`src/rtl/mips_control_fsm.sv`:
```
// Multi-cycle main controller for the non-pipelined MIPS core: sequences FETCH..JUMP from the
// IR opcode/funct and drives datapath mux selects, write enables and the ALU-op class.
module mips_control_fsm #(
    parameter logic [4:0] RA_REG = 5'd31
) (
    input  logic       i_clk,
    input  logic       i_rst,
    input  logic       i_en,
    input  logic [5:0] i_op,
    input  logic [5:0] i_funct,
    input  logic       i_zero,
    output logic [3:0] o_state,
    output logic       o_ir_write,
    output logic       o_iord,
    output logic       o_mem_write,
    output logic [1:0] o_mem_size,
    output logic       o_reg_write,
    output logic [1:0] o_reg_dst,
    output logic [1:0] o_mem_to_reg,
    output logic       o_alu_src_a,
    output logic [1:0] o_alu_src_b,
    output logic [1:0] o_alu_op,
    output logic [1:0] o_pc_src,
    output logic       o_pc_en,
    output logic       o_illegal_op
);

    typedef enum logic [3:0] {
        FETCH         = 4'd0,
        DECODE        = 4'd1,
        MEMADDR       = 4'd2,
        MEMREAD       = 4'd3,
        MEMWRITEBACK  = 4'd4,
        MEMWRITE      = 4'd5,
        EXECUTE       = 4'd6,
        ALUWRITEBACK  = 4'd7,
        BRANCH        = 4'd8,
        ADDIEXECUTE   = 4'd9,
        ADDIWRITEBACK = 4'd10,
        JUMP          = 4'd11
    } mips_state_e;

    typedef enum logic [5:0] {
        OP_RTYPE = 6'h00,
        OP_J     = 6'h02,
        OP_JAL   = 6'h03,
        OP_BEQ   = 6'h04,
        OP_BNE   = 6'h05,
        OP_ADDI  = 6'h08,
        OP_ADDIU = 6'h09,
        OP_SLTI  = 6'h0A,
        OP_SLTIU = 6'h0B,
        OP_ANDI  = 6'h0C,
        OP_ORI   = 6'h0D,
        OP_LUI   = 6'h0F,
        OP_LW    = 6'h23,
        OP_LBU   = 6'h24,
        OP_LHU   = 6'h25,
        OP_SB    = 6'h28,
        OP_SH    = 6'h29,
        OP_SW    = 6'h2B,
        OP_LL    = 6'h30,
        OP_SC    = 6'h38
    } mips_op_e;

    typedef enum logic [5:0] {
        F_SLL  = 6'h00,
        F_SRL  = 6'h02,
        F_SRA  = 6'h03,
        F_SLLV = 6'h04,
        F_SRLV = 6'h06,
        F_SRAV = 6'h07,
        F_JR   = 6'h08,
        F_ADD  = 6'h20,
        F_ADDU = 6'h21,
        F_SUB  = 6'h22,
        F_SUBU = 6'h23,
        F_AND  = 6'h24,
        F_OR   = 6'h25,
        F_XOR  = 6'h26,
        F_NOR  = 6'h27,
        F_SLT  = 6'h2A,
        F_SLTU = 6'h2B
    } mips_funct_e;

    // The link register is hard-wired in the datapath through reg_dst=10; r0 would discard the link.
    generate
        if (RA_REG == 5'd0) begin : g_ra_check
            $error("RA_REG must not select r0");
        end
    endgenerate

    mips_state_e r_state;
    mips_state_e w_state_next;

    logic w_funct_ok;
    logic w_is_load;
    logic w_is_store;
    logic w_is_rtype;
    logic w_is_jr;
    logic w_is_branch;
    logic w_is_ialu;
    logic w_is_jump;
    logic w_is_legal;
    logic [1:0] w_mem_size;
    logic w_go;

    assign w_go = i_en & ~i_rst;

    always_comb begin
        w_funct_ok = 1'b0;
        case (i_funct)
            F_SLL, F_SRL, F_SRA, F_SLLV, F_SRLV, F_SRAV,
            F_ADD, F_ADDU, F_SUB, F_SUBU, F_AND, F_OR,
            F_XOR, F_NOR, F_SLT, F_SLTU: w_funct_ok = 1'b1;
            default:                     w_funct_ok = 1'b0;
        endcase
    end

    // Instruction class from the opcode; SC is deliberately left unclassified so it decodes illegal.
    always_comb begin
        w_is_load   = 1'b0;
        w_is_store  = 1'b0;
        w_is_rtype  = 1'b0;
        w_is_jr     = 1'b0;
        w_is_branch = 1'b0;
        w_is_ialu   = 1'b0;
        w_is_jump   = 1'b0;
        case (i_op)
            OP_LW, OP_LBU, OP_LHU, OP_LL: w_is_load = 1'b1;
            OP_SW, OP_SH, OP_SB:          w_is_store = 1'b1;
            OP_RTYPE: begin
                if (i_funct == F_JR) begin
                    w_is_jr = 1'b1;
                end else begin
                    w_is_rtype = w_funct_ok;
                end
            end
            OP_BEQ, OP_BNE:               w_is_branch = 1'b1;
            OP_ADDI, OP_ADDIU, OP_SLTI, OP_SLTIU,
            OP_ANDI, OP_ORI, OP_LUI:      w_is_ialu = 1'b1;
            OP_J, OP_JAL:                 w_is_jump = 1'b1;
            default: ;
        endcase
    end

    assign w_is_legal = w_is_load | w_is_store | w_is_rtype | w_is_jr |
                        w_is_branch | w_is_ialu | w_is_jump;

    always_comb begin
        w_mem_size = 2'b00;
        case (i_op)
            OP_LHU, OP_SH: w_mem_size = 2'b01;
            OP_LBU, OP_SB: w_mem_size = 2'b10;
            default:       w_mem_size = 2'b00;
        endcase
    end

    always_ff @(posedge i_clk or posedge i_rst) begin
        if (i_rst) begin
            r_state <= FETCH;
        end else begin
            r_state <= w_state_next;
        end
    end

    always_comb begin
        w_state_next = r_state;
        case (r_state)
            FETCH:         if (i_en) w_state_next = DECODE;
            DECODE: begin
                if (i_en) begin
                    if (w_is_load | w_is_store)   w_state_next = MEMADDR;
                    else if (w_is_rtype)          w_state_next = EXECUTE;
                    else if (w_is_jr | w_is_jump) w_state_next = JUMP;
                    else if (w_is_branch)         w_state_next = BRANCH;
                    else if (w_is_ialu)           w_state_next = ADDIEXECUTE;
                    else                          w_state_next = FETCH;
                end
            end
            MEMADDR:       if (i_en) w_state_next = w_is_store ? MEMWRITE : MEMREAD;
            MEMREAD:       if (i_en) w_state_next = MEMWRITEBACK;
            MEMWRITEBACK:  if (i_en) w_state_next = FETCH;
            MEMWRITE:      if (i_en) w_state_next = FETCH;
            EXECUTE:       if (i_en) w_state_next = ALUWRITEBACK;
            ALUWRITEBACK:  if (i_en) w_state_next = FETCH;
            BRANCH:        if (i_en) w_state_next = FETCH;
            ADDIEXECUTE:   if (i_en) w_state_next = ADDIWRITEBACK;
            ADDIWRITEBACK: if (i_en) w_state_next = FETCH;
            JUMP:          if (i_en) w_state_next = FETCH;
            // Unencoded codes recover even while stalled so a corrupted register cannot hang the core.
            default:       w_state_next = FETCH;
        endcase
    end

    logic w_ir_write;
    logic w_mem_write;
    logic w_reg_write;
    logic w_pc_write;
    logic w_branch_take;
    logic w_illegal;

    always_comb begin
        w_ir_write    = 1'b0;
        w_mem_write   = 1'b0;
        w_reg_write   = 1'b0;
        w_pc_write    = 1'b0;
        w_branch_take = 1'b0;
        w_illegal     = 1'b0;
        o_iord        = 1'b0;
        o_mem_size    = 2'b00;
        o_reg_dst     = 2'b00;
        o_mem_to_reg  = 2'b00;
        o_alu_src_a   = 1'b0;
        o_alu_src_b   = 2'b00;
        o_alu_op      = 2'b00;
        o_pc_src      = 2'b00;
        if (!i_rst) begin
            case (r_state)
                FETCH: begin
                    w_ir_write  = 1'b1;
                    o_alu_src_b = 2'b01;
                    w_pc_write  = 1'b1;
                end
                DECODE: begin
                    o_alu_src_b = 2'b11;
                    w_illegal   = ~w_is_legal;
                end
                MEMADDR: begin
                    o_alu_src_a = 1'b1;
                    o_alu_src_b = 2'b10;
                end
                MEMREAD: begin
                    o_iord     = 1'b1;
                    o_mem_size = w_mem_size;
                end
                MEMWRITEBACK: begin
                    w_reg_write  = 1'b1;
                    o_mem_to_reg = 2'b01;
                end
                MEMWRITE: begin
                    o_iord      = 1'b1;
                    w_mem_write = 1'b1;
                    o_mem_size  = w_mem_size;
                end
                EXECUTE: begin
                    o_alu_src_a = 1'b1;
                    o_alu_op    = 2'b10;
                end
                ALUWRITEBACK: begin
                    w_reg_write = 1'b1;
                    o_reg_dst   = 2'b01;
                end
                BRANCH: begin
                    o_alu_src_a   = 1'b1;
                    o_alu_op      = 2'b01;
                    o_pc_src      = 2'b01;
                    w_branch_take = ((i_op == OP_BEQ) & i_zero) | ((i_op == OP_BNE) & ~i_zero);
                end
                ADDIEXECUTE: begin
                    o_alu_src_a = 1'b1;
                    o_alu_src_b = 2'b10;
                    o_alu_op    = 2'b11;
                end
                ADDIWRITEBACK: begin
                    w_reg_write = 1'b1;
                end
                JUMP: begin
                    w_pc_write = 1'b1;
                    o_pc_src   = (i_op == OP_RTYPE) ? 2'b11 : 2'b10;
                    // PC already holds PC+4 from FETCH, which is the link value for JAL.
                    if (i_op == OP_JAL) begin
                        w_reg_write  = 1'b1;
                        o_reg_dst    = 2'b10;
                        o_mem_to_reg = 2'b10;
                    end
                end
                default: ;
            endcase
        end
    end

    assign o_state      = r_state;
    assign o_ir_write   = w_ir_write & w_go;
    assign o_mem_write  = w_mem_write & w_go;
    assign o_reg_write  = w_reg_write & w_go;
    assign o_pc_en      = (w_pc_write | w_branch_take) & w_go;
    assign o_illegal_op = w_illegal & w_go;

endmodule

```
`config.mk`:
```
export PLATFORM = sky130hd
export DESIGN_NAME = mips_control_fsm
export DESIGN_NICKNAME = d
export VERILOG_FILES = /design/src/rtl/mips_control_fsm.sv
export SDC_FILE = /design/constraint.sdc
export NUM_CORES = 1
export LEC_CHECK = 0
export BUFFER_PORTS_ARGS = -buffer_cell sky130_fd_sc_hd__buf_4
export CAP_MARGIN = 25
export CORE_MARGIN = 2
export CORE_UTILIZATION = 49
export CTS_CLUSTER_DIAMETER = 60
export DETAILED_ROUTE_END_ITERATION = 7
export MAX_ROUTING_LAYER = met4
export PLACE_DENSITY = 0.88
export SYNTH_ARGS = -nofsm -noshare
export SYNTH_HDL_FRONTEND = slang
export SYNTH_SLANG_ARGS = --single-unit
```
`constraint.sdc`:
```
create_clock -name i_clk -period 2.5 [get_ports i_clk]
set_input_delay 0.375 -clock i_clk [delete_from_list [all_inputs] [get_ports i_clk]]
set_output_delay 0.375 -clock i_clk [all_outputs]
set_load 0.02 [all_outputs]
```
**Word level (Yosys, flattened, before mapping)**

Memory sizes are Yosys's and may differ from the RTL's.
Index checks and enable logic that the tools add are counted.
W data, S select, Z words.

- Mux-type cells: 55
- Bitwise gates (word level): 20
- Reductions and logical operators: 16
- Equal/unequal tests: 37

Operator list:

| kind | count |
|---|---|
| $eq A6 B4 Y1 const B | 8 |
| $mux W4 | 12 |
| $eq A6 B6 Y1 const B | 7 |
| $pmux W4 S7 | 1 |
| $mux W1 | 26 |
| $eq A4 B3 Y1 const B | 4 |
| $eq A4 B4 Y1 const B | 4 |
| $mux W2 | 8 |
| $pmux W2 S2 | 4 |
| $reduce_or A2 Y1 | 7 |
| $eq A6 B2 Y1 const B | 2 |
| $eq A6 B3 Y1 const B | 2 |
| $ne A2 B2 Y1 const B | 6 |
| $pmux W2 S3 | 2 |
| $or A1 B1 Y1 | 9 |
| $and A1 B1 Y1 | 8 |
| $eq A4 B2 Y1 const B | 2 |
| $reduce_or A4 Y1 | 2 |
| $reduce_and A7 Y1 | 1 |
| $reduce_or A7 Y1 | 1 |
| $logic_not A6 Y1 | 1 |
| $reduce_or A3 Y1 | 2 |
| $reduce_or A6 Y1 | 1 |
| $eq A4 B1 Y1 const B | 1 |
| 5 further kinds | 7 |

- Flip-flop bits (word level): 4
- Logic and storage cells: 130
- Output and inout port bits: 23
- Input bits: 16
- Memory bits (read-only): 64
- Memories: 1

Memory list:

| memory | words | width | rd ports | clocked after Yosys merged registers in | wr ports | RTL line | source |
|---|---|---|---|---|---|---|---|
| (no name shown) | 64 | 1 | 1 | 0 | 0 | 112 | `case (i_funct)` |

**Longest topological paths before layout**

Gate-level depths: netlist of run 1.

- Word-level depth: 13
- Depth in mapped cells: 6
- Depth with buffers taken out: 5

**Worst setup path before layout of run 1**

No wires, ideal clock.

- Path type: register -> output
- Start point: register r_state[1], in the netlist o_state[1]
- End point: output o_ir_write
- Buffers on the path: 2
- Setup slack: -0.051 ns
- Arrival time: 2.176 ns
- Cell stages (with the launch flop): 5
- Data required time: 2.125 ns
- Path through: dfrtp_1 clkbuf_1 clkbuf_1 nor4_1 nor3b_1

- Word-level cells in the longest chain between the ends: 4

RTL lines:

| element | RTL line | source |
|---|---|---|
| start, declared | 93 | `mips_state_e r_state;` |
| start signal, assigned | 163 | `r_state <= w_state_next;` |
| $logic_not A4 Y1 | 219 | `case (r_state)` |
| $mux W1 | 219 |  |
| $mux W1 | 218 | `if (!i_rst) begin` |
| $and A1 B1 Y1 | 284 | `assign o_ir_write = w_ir_write & w_go;` |
| end, declared | 13 | `output logic o_ir_write,` |

Every way passes these cells.

**Worst setup path in the final report of run 1**

- Start point: register r_state[3], in the netlist o_state[3]
- End point: output o_illegal_op

- Word-level cells in the longest chain between the ends: 4

RTL lines:

| element | RTL line | source |
|---|---|---|
| $eq A4 B1 Y1 | 219 |  |
| $mux W1 | 219 |  |
| $mux W1 | 218 |  |
| $and A1 B1 Y1 | 288 | `assign o_illegal_op = w_illegal & w_go;` |
| end, declared | 25 | `output logic o_illegal_op` |

Every way passes these cells.

==> flow_results.xml, run 1 <==
<?xml version="1.0" encoding="UTF-8"?>
<metrics>
  <group name="run_status">
    <metric name="run_status" unit="">finished clean</metric>
  </group>
  <group name="yosys">
    <metric name="yosysMostFrequentCell" unit="">sky130_fd_sc_hd__nor2_1</metric>
    <metric name="syn-instance-count" unit="">117</metric>
    <metric name="asyncSetResetFlopFracSynth" unit="%">100</metric>
    <metric name="mappedNetlistNets" unit="">133</metric>
    <metric name="post_synth_num_cell_types" unit="">46</metric>
    <metric name="register_area_share_after_synthesis" unit="%">12.6</metric>
    <metric name="most_frequent_cells_after_synthesis" unit="">10 x sky130_fd_sc_hd__nor2_1, 9 x sky130_fd_sc_hd__nand2_1, 8 x sky130_fd_sc_hd__clkbuf_1, 8 x sky130_fd_sc_hd__nand2b_1, 8 x sky130_fd_sc_hd__nor3_1</metric>
    <metric name="netlist_top_cells_area" unit="">sky130_fd_sc_hd__dfrtp_1 13%, sky130_fd_sc_hd__nand2b_1 6.3%, sky130_fd_sc_hd__nor3_1 5.1%</metric>
    <metric name="yosysWarnings" unit="">0</metric>
    <metric name="postSynthAreaPerCell" unit="um2">6.77</metric>
    <metric name="synth_top_area_cell" unit="">sky130_fd_sc_hd__dfrtp_1</metric>
    <metric name="most_frequently_used_flop_master_after_synthesis" unit="">sky130_fd_sc_hd__dfrtp_1</metric>
    <metric name="synth_enable_flop_cells" unit="">0</metric>
    <metric name="synth.cell_area" unit="um2">792</metric>
    <metric name="postSynthRegisterBits" unit="">4</metric>
    <metric name="synth_top_area_share" unit="%">12.6</metric>
  </group>
  <group name="drt">
    <metric name="drtIter0Drc" unit="">42</metric>
    <metric name="vias_per_cell" unit="">6.28</metric>
    <metric name="number_of_remaining_drc_errors" unit="">0</metric>
    <metric name="post_detailed_route_wirelength_per_cell" unit="um">15.1</metric>
    <metric name="route.vias.total" unit="">1042</metric>
    <metric name="drt-pass1-iter-count" unit="">4</metric>
    <metric name="route.final.wire_length" unit="um">2500</metric>
    <metric name="route.antenna.remaining_nets" unit="">0</metric>
  </group>
  <group name="floorplanning">
    <metric name="dieArea" unit="um2">1950</metric>
    <metric name="num_rows" unit="">14</metric>
    <metric name="dieHeight" unit="um">44.2</metric>
    <metric name="coreArea" unit="um2">1510</metric>
    <metric name="io-pin-count" unit="">39</metric>
    <metric name="die_w" unit="um">44.2</metric>
    <metric name="floorplan.initialDensity" unit="%">52.6</metric>
  </group>
  <group name="final_layout">
    <metric name="drive_gt1_share" unit="%">34.0</metric>
    <metric name="largest_register_ff_count" unit="">4</metric>
    <metric name="multi_input_area" unit="um2">624</metric>
    <metric name="final.fill_count" unit="">141</metric>
    <metric name="numnets_final" unit="">168</metric>
    <metric name="area_overhead_vs_synth" unit="%">38.5</metric>
    <metric name="instances_no_fill" unit="">166</metric>
    <metric name="layout.area.seq" unit="um2">100</metric>
    <metric name="antennaDiodeCount" unit="">0</metric>
  </group>
  <group name="clock_tree">
    <metric name="cts-buffers-inserted" unit="">3</metric>
    <metric name="hold_buffers" unit="">0</metric>
    <metric name="cts_resized" unit="">0</metric>
    <metric name="clk_pin_slew_worst_paths" unit="ns">0.04</metric>
    <metric name="clk_latency" unit="ns">0.23</metric>
    <metric name="cts_tree" unit="">done</metric>
    <metric name="post-cts-setup-buffers" unit="">0</metric>
    <metric name="ctsHtreeMaxLevel" unit="">1</metric>
    <metric name="cts_sinks" unit="">4</metric>
    <metric name="max-clock-path-buffers" unit="">2</metric>
    <metric name="root_buffer" unit="">sky130_fd_sc_hd__clkbuf_4</metric>
  </group>
  <group name="place">
    <metric name="port_buffers" unit="">38</metric>
    <metric name="finalWeightedCongestion" unit="">0.917</metric>
    <metric name="dp_hpwl" unit="um">1970</metric>
    <metric name="placed_cells_incl_taps" unit="">163</metric>
  </group>
  <group name="global_route">
    <metric name="grt_start_max_net_pins" unit="">18</metric>
    <metric name="first_global_vias" unit="">957</metric>
    <metric name="grt_remaining_overflow" unit="">0</metric>
    <metric name="initial_antenna_violation_count" unit="">0</metric>
    <metric name="global_route.usage.total" unit="%">29.2</metric>
    <metric name="grt_first_pass_wirelength" unit="um">4220</metric>
  </group>
  <group name="power">
    <metric name="power_frac_comb" unit="%">72.6</metric>
    <metric name="vdd_ir_drop_max" unit="V">0.000602</metric>
    <metric name="clkPwrFrac" unit="%">10.9</metric>
    <metric name="power.sequential.fraction" unit="%">16.4</metric>
    <metric name="power.switching_fraction" unit="%">50.9</metric>
    <metric name="internal_power" unit="mW">0.353</metric>
    <metric name="p_per_area" unit="nW/um2">654</metric>
    <metric name="power.static_leakage" unit="nW">0.484</metric>
    <metric name="net_switching" unit="mW">0.365</metric>
  </group>
  <group name="critical_path">
    <metric name="timing.critical_path.fanout_max" unit="">9</metric>
    <metric name="crit_path_leading_delay_family" unit="">simple AND/OR/NAND/NOR gates</metric>
    <metric name="cp_slowest_cell" unit="">sky130_fd_sc_hd__dfrtp_1</metric>
    <metric name="cp_slowest_stage_delay" unit="ns">0.46</metric>
    <metric name="worstPathBufferInverterCount" unit="">1</metric>
    <metric name="worst-endpoint-required" unit="ns">2.12</metric>
    <metric name="worst-r2r-setup-slack" unit="ns">0.87</metric>
    <metric name="worst-setup-path-type" unit="">reg -&gt; out</metric>
    <metric name="timing.critical_path.to_type" unit="">primary output</metric>
    <metric name="worst_path_cell_chain" unit="">nand2b_1 -&gt; nor3_1 -&gt; nand4_1 -&gt; nor3b_1 -&gt; buf_4</metric>
    <metric name="worstPathArrival" unit="ns">1.90</metric>
    <metric name="critical_path.startpoint_type" unit="">flop</metric>
  </group>
  <group name="run">
    <metric name="drv_cap" unit="">0</metric>
  </group>
  <group name="sta">
    <metric name="timing.slew.headroom" unit="%">64.9</metric>
    <metric name="hold_violation_total_from_the_final_report" unit="">0</metric>
    <metric name="timing.final.max_slew_violations" unit="">0</metric>
    <metric name="rsz0062_at_grt" unit="">no</metric>
    <metric name="final_period_utilization" unit="%">91.1</metric>
    <metric name="worst-slew-pin-transition" unit="ns">0.520</metric>
    <metric name="fin_tns_setup" unit="ns">0</metric>
    <metric name="finalWorstPathRequiredPeriod" unit="ns">2.28</metric>
    <metric name="clock_skew" unit="ns">0.00309</metric>
    <metric name="setup_violations" unit="">0</metric>
    <metric name="fmaxAchievable" unit="MHz">439</metric>
  </group>
  <group name="min_path">
    <metric name="hold_class" unit="">in -&gt; async</metric>
  </group>
</metrics>
-- cell type report --
class	instances	area share, %
repair buffers	41	28.1
clock buffers	3	2.05
inverters	6	2.05
well taps	16	1.82
flip-flops and latches	4	9.12
multi-input cells	96	56.9
-- layer usage --
layer	up-vias	part of all wire (%)	GRT usage [%]
li1	502	-	-
met1	494	41	34.3
met2	42	51	49.7
met5	-	0	-
met4	0	1.0	7.27
met3	4	6.8	7.35
-- logic make-up (layout without fill, tap and decap cells) --
logic type | Yosys count | count (layout) | share of synthesized area (%)
buffers and inverters | 17 | 50 | 9.32
muxes | 1 | 1 | 1.26
DFF | 4 | 4 | 12.6
and+or+nand+nor | 60 | 60 | 45.3
xor gates and xnor gates | 3 | 3 | 3.32
AOI/OAI and AO/OA | 32 | 32 | 28.1
-- placed cells by master, fill, tap and decap left out, types with 3 or more instances in the layout --
master / netlist / final
sky130_fd_sc_hd__xnor2_1: 3 / 3
sky130_fd_sc_hd__nor3_1: 8 / 8
sky130_fd_sc_hd__o21a_1: 3 / 3
sky130_fd_sc_hd__nor3b_1: 3 / 3
sky130_fd_sc_hd__o21ai_0: 6 / 6
sky130_fd_sc_hd__nand2b_1: 8 / 8
sky130_fd_sc_hd__nor2_1: 10 / 10
sky130_fd_sc_hd__and3_1: 3 / 3
sky130_fd_sc_hd__inv_1: 6 / 6
sky130_fd_sc_hd__buf_4: 0 / 41
sky130_fd_sc_hd__nand2_1: 9 / 9
sky130_fd_sc_hd__clkbuf_4: 0 / 3
sky130_fd_sc_hd__a21oi_1: 5 / 5
sky130_fd_sc_hd__dfrtp_1: 4 / 4
-- path summary, 6_finish.rpt --
path	depth (start not counted)	startpoint	end
worst max-delay path	5	o_state[3]	o_illegal_op
worst min-delay path	2	i_rst	o_state[1]
worst max register to register	5	o_state[3]	o_state[3]
worst min register to register	3	o_state[0]	o_state[0]
max in group asynchronous	2	i_rst	o_state[2]
min in group i_clk	2	i_en	o_state[2]
-- power by group through the flow --
stage	Sequential (mW)	Combinational (mW)	Clock, mW
detailed placement	0.118	0.511	0
global placement	0.116	0.499	0
global route	0.120	0.563	0.0882
floorplan	0.136	0.314	0
CTS	0.117	0.513	0.0817
finish	0.118	0.522	0.0786
-- per-stage QoR --
step           total power, mW  area (um2)  setup WS, ns  hold slack (ns)  util [%]
2_1_floorplan            0.450         798         0.115            0.378         -
3_3_place_gp             0.615        1070         0.350            0.348      71.3
3_5_place_dp             0.629        1070         0.304            0.360      71.3
4_1_cts                  0.712        1100         0.271            0.112      72.8
5_1_grt                  0.772        1100        0.0689            0.138      72.8
6_report                 0.718        1100         0.223            0.112      72.8
(Power assumes the default switching activity.)
==> inputs of run 2 (changes only) <==
--- a/config.mk
+++ b/config.mk
@@ -8,11 +8,11 @@
 export BUFFER_PORTS_ARGS = -buffer_cell sky130_fd_sc_hd__buf_4
 export CAP_MARGIN = 25
 export CORE_MARGIN = 2
-export CORE_UTILIZATION = 49
+export CORE_UTILIZATION = 41
 export CTS_CLUSTER_DIAMETER = 60
 export DETAILED_ROUTE_END_ITERATION = 7
 export MAX_ROUTING_LAYER = met4
-export PLACE_DENSITY = 0.88
+export PLACE_DENSITY = 0.79
 export SYNTH_ARGS = -nofsm -noshare
 export SYNTH_HDL_FRONTEND = slang
 export SYNTH_SLANG_ARGS = --single-unit
==> constraint.sdc (replaced) <==
create_clock -name i_clk -period 1.96 [get_ports i_clk]
set_input_delay 0.294 -clock i_clk [delete_from_list [all_inputs] [get_ports i_clk]]
set_output_delay 0.294 -clock i_clk [all_outputs]
set_load 0.005 [all_outputs]
==> run 2 against run 1 <==
Critical endpoint unchanged. Sequential share of layout area down 1.5 points. Routed wire length up 16%. Largest power group unchanged. First-iteration DRC count down 29%.
==> flow_results.xml, run 2 (synthesis gave the netlist of run 1 again) <==
<?xml version="1.0" encoding="UTF-8"?>
<metrics>
  <group name="run_status">
    <metric name="run_status" unit="">finished clean</metric>
  </group>
  <group name="final_layout">
    <metric name="final_core_density" unit="%">75.2</metric>
    <metric name="area_overhead_vs_synth" unit="%">67.5</metric>
    <metric name="numnets_final" unit="">190</metric>
    <metric name="highest_count_cells_in_the_layout_ignoring_fill_and_taps" unit="">61 x sky130_fd_sc_hd__buf_4, 9 x sky130_fd_sc_hd__nand2_1, 8 x sky130_fd_sc_hd__nor2_1</metric>
    <metric name="final_area" unit="um2">1330</metric>
    <metric name="layout.cells.most_common" unit="">sky130_fd_sc_hd__buf_4</metric>
    <metric name="largest_register_ff_count" unit="">4</metric>
    <metric name="drive_gt1_share" unit="%">47.7</metric>
    <metric name="antennaDiodeCount" unit="">0</metric>
  </group>
  <group name="clock_tree">
    <metric name="ctsHtreeMaxLevel" unit="">1</metric>
    <metric name="cts_sinks" unit="">4</metric>
    <metric name="max-clock-path-buffers" unit="">2</metric>
    <metric name="clk_pin_slew_worst_paths" unit="ns">0.04</metric>
    <metric name="cts_tree" unit="">done</metric>
    <metric name="cts-buffers-inserted" unit="">3</metric>
    <metric name="clk_latency" unit="ns">0.25</metric>
    <metric name="root_buffer" unit="">sky130_fd_sc_hd__clkbuf_4</metric>
  </group>
  <group name="global_route">
    <metric name="initial_antenna_violation_count" unit="">0</metric>
    <metric name="global_route.usage.total" unit="%">26.7</metric>
    <metric name="grt_first_pass_wirelength" unit="um">4200</metric>
    <metric name="grt_start_max_net_pins" unit="">17</metric>
    <metric name="grt_remaining_overflow" unit="">0</metric>
    <metric name="first_global_vias" unit="">984</metric>
  </group>
  <group name="drt">
    <metric name="drt-pass1-iter-count" unit="">4</metric>
    <metric name="route.antenna.remaining_nets" unit="">0</metric>
    <metric name="route.final.wire_length" unit="um">2910</metric>
    <metric name="number_of_remaining_drc_errors" unit="">0</metric>
    <metric name="route.vias.total" unit="">1121</metric>
    <metric name="vias_per_cell" unit="">5.69</metric>
    <metric name="drtIter0Drc" unit="">30</metric>
    <metric name="post_detailed_route_wirelength_per_cell" unit="um">14.8</metric>
  </group>
  <group name="critical_path">
    <metric name="critical_path.startpoint_type" unit="">input pin</metric>
    <metric name="cp_slowest_stage_delay" unit="ns">0.57</metric>
    <metric name="worst_path_cell_chain" unit="">buf_6 -&gt; or4_4 -&gt; nor4_4 -&gt; a32oi_2 -&gt; o21ai_2 -&gt; nor3b_2 -&gt; buf_4</metric>
    <metric name="crit_path_leading_delay_family" unit="">simple AND/OR/NAND/NOR gates</metric>
    <metric name="timing.critical_path.to_type" unit="">primary output</metric>
    <metric name="timing.critical_path.fanout_max" unit="">4</metric>
    <metric name="worst-endpoint-required" unit="ns">1.67</metric>
    <metric name="worstPathArrival" unit="ns">1.64</metric>
    <metric name="cp_slowest_cell" unit="">sky130_fd_sc_hd__or4_4</metric>
    <metric name="worstPathBufferInverterCount" unit="">2</metric>
    <metric name="worst-setup-path-type" unit="">in -&gt; out</metric>
  </group>
  <group name="floorplanning">
    <metric name="dieArea" unit="um2">2300</metric>
    <metric name="coreArea" unit="um2">1760</metric>
    <metric name="dieHeight" unit="um">48.0</metric>
    <metric name="io-pin-count" unit="">39</metric>
    <metric name="die_w" unit="um">48.0</metric>
    <metric name="num_rows" unit="">15</metric>
    <metric name="floorplan.initialDensity" unit="%">44.9</metric>
  </group>
  <group name="sta">
    <metric name="rsz0062_at_grt" unit="">yes</metric>
    <metric name="timing.slew.headroom" unit="%">72.2</metric>
    <metric name="worst-slew-pin-transition" unit="ns">0.411</metric>
    <metric name="final_period_utilization" unit="%">98.8</metric>
    <metric name="final_critical_path_setup_slack" unit="ns">0.0226</metric>
    <metric name="hold_violation_total_from_the_final_report" unit="">0</metric>
    <metric name="fmaxAchievable" unit="MHz">516</metric>
    <metric name="clock_skew" unit="ns">0.00328</metric>
    <metric name="timing.final.max_slew_violations" unit="">0</metric>
    <metric name="timing.hold.ws" unit="ns">0.0304</metric>
    <metric name="setup_violations" unit="">0</metric>
    <metric name="finalWorstPathRequiredPeriod" unit="ns">1.94</metric>
  </group>
  <group name="min_path">
    <metric name="hold_class" unit="">in -&gt; async</metric>
  </group>
  <group name="power">
    <metric name="p_per_area" unit="nW/um2">725</metric>
    <metric name="power.static_leakage" unit="nW">0.605</metric>
    <metric name="vdd_ir_drop_max" unit="V">0.000448</metric>
  </group>
  <group name="run">
    <metric name="drv_cap" unit="">0</metric>
  </group>
  <group name="place">
    <metric name="finalWeightedCongestion" unit="">0.854</metric>
    <metric name="port_buffers" unit="">38</metric>
    <metric name="dp_hpwl" unit="um">2090</metric>
    <metric name="detailed_place.area" unit="um2">1150</metric>
    <metric name="place_ws" unit="ns">-0.0434</metric>
  </group>
</metrics>
run 2: per-stage QoR:
stage          instances  TNS [ns]  power, mW
2_1_floorplan        117         0      0.491
6_report             197         0      0.961
3_5_place_dp         182   -0.0434      0.759
4_1_cts              195  -0.00440      0.925
3_3_place_gp         182         0      0.751
5_1_grt              197    -0.108       1.03
run 2: area by class of cell:
| class | instances | area, um2 |
|---|---|---|
| inverters | 6 | 22.5 |
| multi-input cells | 96 | 668 |
| repair buffers | 63 | 480 |
| fillers | 146 | 438 |
| flip-flops and latches | 4 | 101 |
| well taps | 25 | 31.3 |
| clock buffers | 3 | 22.5 |
run 2: report_power, final:
| part | switching, mW | internal [mW] | leakage [nW] |
|---|---|---|---|
| registers | 0.0410 | 0.110 | 0.0513 |
| logic | 0.351 | 0.348 | 0.540 |
| clock network | 0.0418 | 0.0690 | 0.0138 |
| total | 0.434 | 0.527 | 0.605 |
run 2: worst paths after layout:
check | from | to | slack, ns | cells past startpoint
max in group asynchronous | i_rst | o_state[3] | 1.73 | 2
max reg2reg | o_state[3] | o_state[3] | 0.53 | 6
min | i_rst | o_state[1] | 0.03 | 2
min reg2reg | o_state[3] | o_state[2] | 0.85 | 3
max | i_op[2] | o_illegal_op | 0.02 | 7
min in group i_clk | i_en | o_state[2] | 0.35 | 2
run 2: metal layers:
metal  share of wire (%)  up-vias  GRT usage (%)  wire length (um)
met2                  50       48           44.5              1470
met1                  41      521           32.2              1180
met4                 2.3        0           9.73                66
met5                   0        -              -                 0
met3                 6.6        9           3.77               191
li1                    -      543              -                 -
run 2: what timing repair did:
action / CTS / global route
gates resized for setup: 6 / 8
cloned: 0 / 0
buffers inserted: 10 / 3
endpoints found under the setup margin: 2 / 5
hold endpoints to repair: 0 / 0
hold buffers: 0 / 0
pin swaps: 4 / 3
